==> src/rtl/beta_mem_arbiter.sv <==
// beta_mem_arbiter: round-robin sharing of one memory port between
// instruction fetch, data load and data store, one transaction in flight,
// with a response timeout that closes the transaction and flags err_o.
module beta_mem_arbiter #(
  parameter int DataWidth     = 32,
  parameter int AddressWidth  = 32,
  parameter int TimeoutCycles = 255
) (
  input  logic                      clk_i,
  input  logic                      rst_i,
  // fetch requester
  input  logic                      instr_req_i,
  input  logic [AddressWidth-1:0]   instr_addr_i,
  output logic                      instr_ready_o,
  output logic                      instr_valid_o,
  output logic [DataWidth-1:0]      instr_rdata_o,
  // load requester
  input  logic                      rdata_req_i,
  input  logic [AddressWidth-1:0]   rdata_addr_i,
  input  logic [DataWidth/8-1:0]    rdata_strb_i,
  output logic                      rdata_ready_o,
  output logic                      rdata_valid_o,
  output logic [DataWidth-1:0]      rdata_data_o,
  // store requester
  input  logic                      wdata_req_i,
  input  logic [AddressWidth-1:0]   wdata_addr_i,
  input  logic [DataWidth-1:0]      wdata_data_i,
  input  logic [DataWidth/8-1:0]    wdata_strb_i,
  output logic                      wdata_ready_o,
  output logic                      wdata_valid_o,
  // memory side
  output logic                      mem_req_o,
  output logic                      mem_we_o,
  output logic [AddressWidth-1:0]   mem_addr_o,
  output logic [DataWidth-1:0]      mem_wdata_o,
  output logic [DataWidth/8-1:0]    mem_strb_o,
  input  logic                      mem_ready_i,
  input  logic                      mem_valid_i,
  input  logic [DataWidth-1:0]      mem_rdata_i,
  // status
  output logic [1:0]                grant_o,
  output logic                      busy_o,
  output logic                      err_o
);

  localparam int StrbWidth = DataWidth / 8;
  localparam int CntWidth  = (TimeoutCycles > 1) ? $clog2(TimeoutCycles) : 1;
  localparam bit TimeoutEn = (TimeoutCycles > 0);
  localparam logic [CntWidth-1:0] CntLast =
      (TimeoutCycles > 0) ? CntWidth'(TimeoutCycles - 1) : '0;

  localparam logic [1:0] OwnInstr = 2'd0;
  localparam logic [1:0] OwnRead  = 2'd1;
  localparam logic [1:0] OwnWrite = 2'd2;
  localparam logic [1:0] OwnNone  = 2'd3;

  typedef enum logic [1:0] {IDLE = 2'd0, ADDR = 2'd1, RESP = 2'd2} state_t;

  state_t                  state_reg, state_next;
  logic [1:0]              owner_reg, last_grant_reg;
  logic [AddressWidth-1:0] addr_reg;
  logic                    we_reg;
  logic [DataWidth-1:0]    wdata_reg;
  logic [StrbWidth-1:0]    strb_reg;
  logic [CntWidth-1:0]     cnt_reg;

  logic [2:0]              req_vec, owner_hit, ready_vec, valid_vec;
  logic [1:0]              cand1, cand2, cand3, win_idx;
  logic                    accept, mem_done, timeout_hit;
  logic [DataWidth-1:0]    resp_data;

  function automatic logic [1:0] next_idx(input logic [1:0] idx);
    return (idx == 2'd2) ? 2'd0 : idx + 2'd1;
  endfunction

  assign req_vec = {wdata_req_i, rdata_req_i, instr_req_i};
  assign cand1   = next_idx(last_grant_reg);
  assign cand2   = next_idx(cand1);
  assign cand3   = next_idx(cand2);

  // One-hot owner decode, one lane per requester.
  for (genvar gi = 0; gi < 3; gi++) begin : g_owner
    assign owner_hit[gi] = (owner_reg == 2'(gi));
  end

  // Round-robin pick: scan requesters starting just after the last owner.
  always_comb begin
    win_idx = cand3;
    if (req_vec[cand1])      win_idx = cand1;
    else if (req_vec[cand2]) win_idx = cand2;
  end

  assign accept      = (state_reg == ADDR) && mem_ready_i;
  assign mem_done    = ((state_reg == ADDR) && mem_ready_i && mem_valid_i) ||
                       ((state_reg == RESP) && mem_valid_i);
  assign timeout_hit = TimeoutEn && (state_reg == RESP) && !mem_valid_i &&
                       (cnt_reg == CntLast);

  // State register.
  always_ff @(posedge clk_i) begin
    if (rst_i) state_reg <= IDLE;
    else       state_reg <= state_next;
  end

  // Next-state logic: sample in IDLE, wait for accept in ADDR, wait for response in RESP.
  always_comb begin
    state_next = state_reg;
    case (state_reg)
      IDLE:    if (|req_vec) state_next = ADDR;
      ADDR:    if (mem_ready_i) state_next = mem_valid_i ? IDLE : RESP;
      RESP:    if (mem_valid_i || timeout_hit) state_next = IDLE;
      default: state_next = IDLE;
    endcase
  end

  // Latched transaction fields, round-robin history and the response timer.
  always_ff @(posedge clk_i) begin
    if (rst_i) begin
      owner_reg      <= OwnInstr;
      last_grant_reg <= OwnWrite;
      addr_reg       <= '0;
      we_reg         <= 1'b0;
      wdata_reg      <= '0;
      strb_reg       <= '0;
      cnt_reg        <= '0;
    end else begin
      if ((state_reg == IDLE) && (|req_vec)) begin
        owner_reg <= win_idx;
        we_reg    <= (win_idx == OwnWrite);
        case (win_idx)
          OwnInstr: begin addr_reg <= instr_addr_i; wdata_reg <= '0; strb_reg <= '1; end
          OwnRead:  begin addr_reg <= rdata_addr_i; wdata_reg <= '0; strb_reg <= rdata_strb_i; end
          default:  begin addr_reg <= wdata_addr_i; wdata_reg <= wdata_data_i; strb_reg <= wdata_strb_i; end
        endcase
      end
      if (state_reg == RESP)
        cnt_reg <= (mem_valid_i || timeout_hit) ? '0 : cnt_reg + 1'b1;
      if (mem_done || timeout_hit)
        last_grant_reg <= owner_reg;
    end
  end

  // Outputs: memory request from latched fields, per-owner handshake pulses.
  // Pulses are suppressed while reset is asserted so an in-flight response is dropped.
  always_comb begin
    mem_req_o   = 1'b0;
    mem_we_o    = 1'b0;
    mem_addr_o  = '0;
    mem_wdata_o = '0;
    mem_strb_o  = '0;
    grant_o     = OwnNone;
    busy_o      = 1'b0;
    err_o       = 1'b0;
    ready_vec   = '0;
    valid_vec   = '0;
    resp_data   = '0;
    if (state_reg == ADDR) begin
      mem_req_o   = 1'b1;
      mem_we_o    = we_reg;
      mem_addr_o  = addr_reg;
      mem_wdata_o = wdata_reg;
      mem_strb_o  = strb_reg;
    end
    if (state_reg != IDLE) begin
      grant_o = owner_reg;
      busy_o  = 1'b1;
    end
    if (!rst_i) begin
      if (accept)                  ready_vec = owner_hit;
      if (mem_done || timeout_hit) valid_vec = owner_hit;
      if (mem_done)                resp_data = mem_rdata_i;
      err_o = timeout_hit;
    end
  end

  assign instr_ready_o = ready_vec[0];
  assign rdata_ready_o = ready_vec[1];
  assign wdata_ready_o = ready_vec[2];
  assign instr_valid_o = valid_vec[0];
  assign rdata_valid_o = valid_vec[1];
  assign wdata_valid_o = valid_vec[2];
  assign instr_rdata_o = valid_vec[0] ? resp_data : '0;
  assign rdata_data_o  = valid_vec[1] ? resp_data : '0;

endmodule

==> config.mk <==
export PLATFORM = sky130hd
export DESIGN_NAME = beta_mem_arbiter
export DESIGN_NICKNAME = d
export VERILOG_FILES = /design/src/rtl/beta_mem_arbiter.sv
export SDC_FILE = /design/constraint.sdc
export NUM_CORES = 1
export LEC_CHECK = 0
export CAP_MARGIN = 30
export CORE_AREA = 3 3 124 126
export CTS_CLUSTER_DIAMETER = 50
export DETAILED_ROUTE_END_ITERATION = 12
export DIE_AREA = 0 0 127 129
export PLACE_DENSITY = 0.81
export SETUP_SLACK_MARGIN = 0.15
export SLEW_MARGIN = 30
export SYNTH_ARGS = -nofsm -noshare
export SYNTH_HDL_FRONTEND = slang
export SYNTH_SLANG_ARGS = --single-unit
==> constraint.sdc <==
create_clock -name clk_i -period 3.5 [get_ports clk_i]
set_clock_uncertainty 0.15 [all_clocks]
set_input_delay 0.7 -clock clk_i [delete_from_list [all_inputs] [get_ports clk_i]]
set_output_delay 0.7 -clock clk_i [all_outputs]
set_load 0.02 [all_outputs]
==> out/results.txt <==
CTS tree = yes
Final Hold Fails = 0
Synth top cells by count = 83 x dfxtp_1, 80 x nand2_1, 72 x and2_1
nets@finish = 1080
VDD IR-drop max = 274 uV
Sinks on Clock Net = 83
Initial Utilization = 0.325
Final Hold Slack = 294 ps
cell area after placement = 8050 sq um
DRC = 0
Primary FF master, synth = dfxtp_1
cell taking the most area after synthesis = dfxtp_1
worst slew pin tran = 891 ps
Netlist cell types = 45
dpl hpwl = 13000 microns
largest family of logic cells by synthesized area = simple AND/OR/NAND/NOR gates
Worst-path clk slew = 60 ps
crit path DAT = 2520 ps
status = complete, no violations
Post-synth EDFFs = 0
Largest delay share family, worst path = buffers and inverters
TritonRoute pass-1 iters = 6
CP Capture Type = primary output
core area = 14400 sq um
RSZ-0062 raised after global routing = yes
chip height = 129 microns
#FFs+latches synth = 83
asr flop ratio synth = 0
pre-CTS setup slack = -164 ps
via-per-instance ratio = 5.11
slowest stage delay, CP = 490 ps
Crit-path slowest cell = clkdlybuf4s50_1
per-cell routed wire length = 16.5 microns
CTS buffer count = 9
via count = 5579
Mapped Nets = 792
crit path cell chain = clkdlybuf4s50_1 > and3b_1 > o21ai_1 > buf_4 > a21oi_4 > clkbuf_16 > and3_1 > clkdlybuf4s15_1
Ant. Diodes = 0
P_leak = 3.39 nW
max frequency = 0.296 GHz
die footprint = 16400 sq um
Critical Path RT = 2650 ps
Startpoint Class = primary input
PD cells = 337 nW/um^2
CP bufs+invs = 4
Area Overhead vs Synth = 78.5%
Final Setup Violations = 0
io pins = 319
Final ANT Viol Nets = 0
Seq/Total Area, Yosys = 0.354
first-pass GRT wire length = 27000 microns
CP max FO = 16
Iter 0 DRT Violations = 330
clock tree buffer depth = 2
simple logic cell fraction of the synthesized area = 0.375
Tcrit/Tclk final = 0.964
largest net degree at the start of global routing = 81
HP Class = register to register
initial antenna violation count = 0
vias in the first global route = 5072
hold_buf cts = 0
Slew Limit Headroom = 0.406
post-layout worst setup margin = 125 ps
Synth Area per Inst = 7.63 sq um
register area = 1660 sq um
layout cell share with drive strength beyond 1 = 0.0870
area occupied by multi-input gates = 2780 sq um
Die Wd = 127 microns
Tmin final = 3370 ps
global placer's final weighted congestion = 0.888
port bufs = 318
Total Routing Usage GR = 0.204
aggregate routed wire length = 18100 microns
design area = 8370 sq um
Fillers = 1345
Core Util, Final = 0.580
top-count cell post-synth = dfxtp_1
Final Max Tran Viols = 0
# Post-CTS Setup Buffers = 0
top cell type's share of synthesized area = 0.354
clock root buffer = clkbuf_16
CP Class = primary input to primary output
multiplexer share of the synthesized area = 0.00213
H-tree Lvls = 3
XOR/XNOR Fraction of Synth Area = 0
worst-skew pair later-pin latency = 340 ps
Mapped Cells = 615
Final TNS setup = 0 ps
row count = 44
GR Overflow Total = 0
Synth Area in Adders = 0.00534
Ys Warns = 0
Synth Cell Area = 4690 sq um
Synth Area in Compound Gates = 0.202
Synth area leaders = dfxtp_1 35%, and2_1 9.6%, and3_1 8.8%
max_cap viols = 0
==> worst reg2reg max path: stages, from the launching register on <==
cell and delay (ps):
dfxtp_1 380, or4_1 540, nand3_2 70, buf_4 330, a221oi_1 220, a211oi_1 290
==> layout make-up <==
cell class | instances | share of cell area
Timing Repair Buffer | 338 | 0.402
Multi-Input combinational cell | 469 | 0.333
Sequential cell | 83 | 0.199
Tap cell | 184 | 0.0275
Clock buffer | 9 | 0.0269
Clock inverter | 7 | 0.0120
Inverter | 2 | 0.000897
==> cells in the final DEF, fill, tap and decap left out, types with 24 or more instances in the layout <==
cell type and count:
dfxtp_1 83, dlygate4sd2_1 24, clkdlybuf4s50_1 249, nand3_1 37
and3_1 66, nor2_1 43, a21oi_1 45, a211oi_1 35
nand2_1 80, and2_1 72, a221oi_1 32
==> metal layers <==
metal | global-route usage | share of wire
met5 | 0 | 0
met4 | 0.0770 | 0.027
met3 | 0.0706 | 0.095
met2 | 0.358 | 0.50
met1 | 0.230 | 0.38
==> power by group <==
group,switching [mW],internal [mW],total [mW],leakage (nW)
Combinational,0.357,0.377,0.735,2.55
Sequential,0.0378,1.02,1.06,0.681
Clock,0.403,0.630,1.03,0.160
==> worst paths after layout <==
| check | startpoint | end | slack [ps] | cells after the start |
|---|---|---|---|---|
| setup / recovery | mem_ready_i | rdata_data_o[7] | 130 | 8 |
| hold / removal | wdata_reg[23]$_SDFFE_PP0P_ | wdata_reg[23]$_SDFFE_PP0P_ | 290 | 2 |
| setup reg to reg | last_grant_reg[1]$_SDFFE_PP1N_ | addr_reg[15]$_SDFFE_PP0P_ | 1440 | 5 |
| hold reg to reg | wdata_reg[23]$_SDFFE_PP0P_ | wdata_reg[23]$_SDFFE_PP0P_ | 290 | 2 |
==> through the flow <==
step / instances / power (mW)
floorplan: 615 / 1.42
global placement: 1074 / 1.81
detailed placement: 1074 / 1.81
CTS: 1090 / 2.85
global route: 1092 / 2.96
finish: 1092 / 2.82
==> logic make-up (layout without fill, tap and decap cells) <==
logic type / after synthesis / after routing
simple gates: 331 / 331
buf+inv: 63 / 356
compound gates: 135 / 135
mux: 1 / 1
flops: 83 / 83
fa+ha+maj: 2 / 2
==> timing repair <==
| action | CTS | global route |
|---|---|---|
| setup endpoints to repair | 68 | 64 |
| resized for setup | 123 | 14 |
| gates cloned | 0 | 2 |
(Power assumes the default switching activity.)
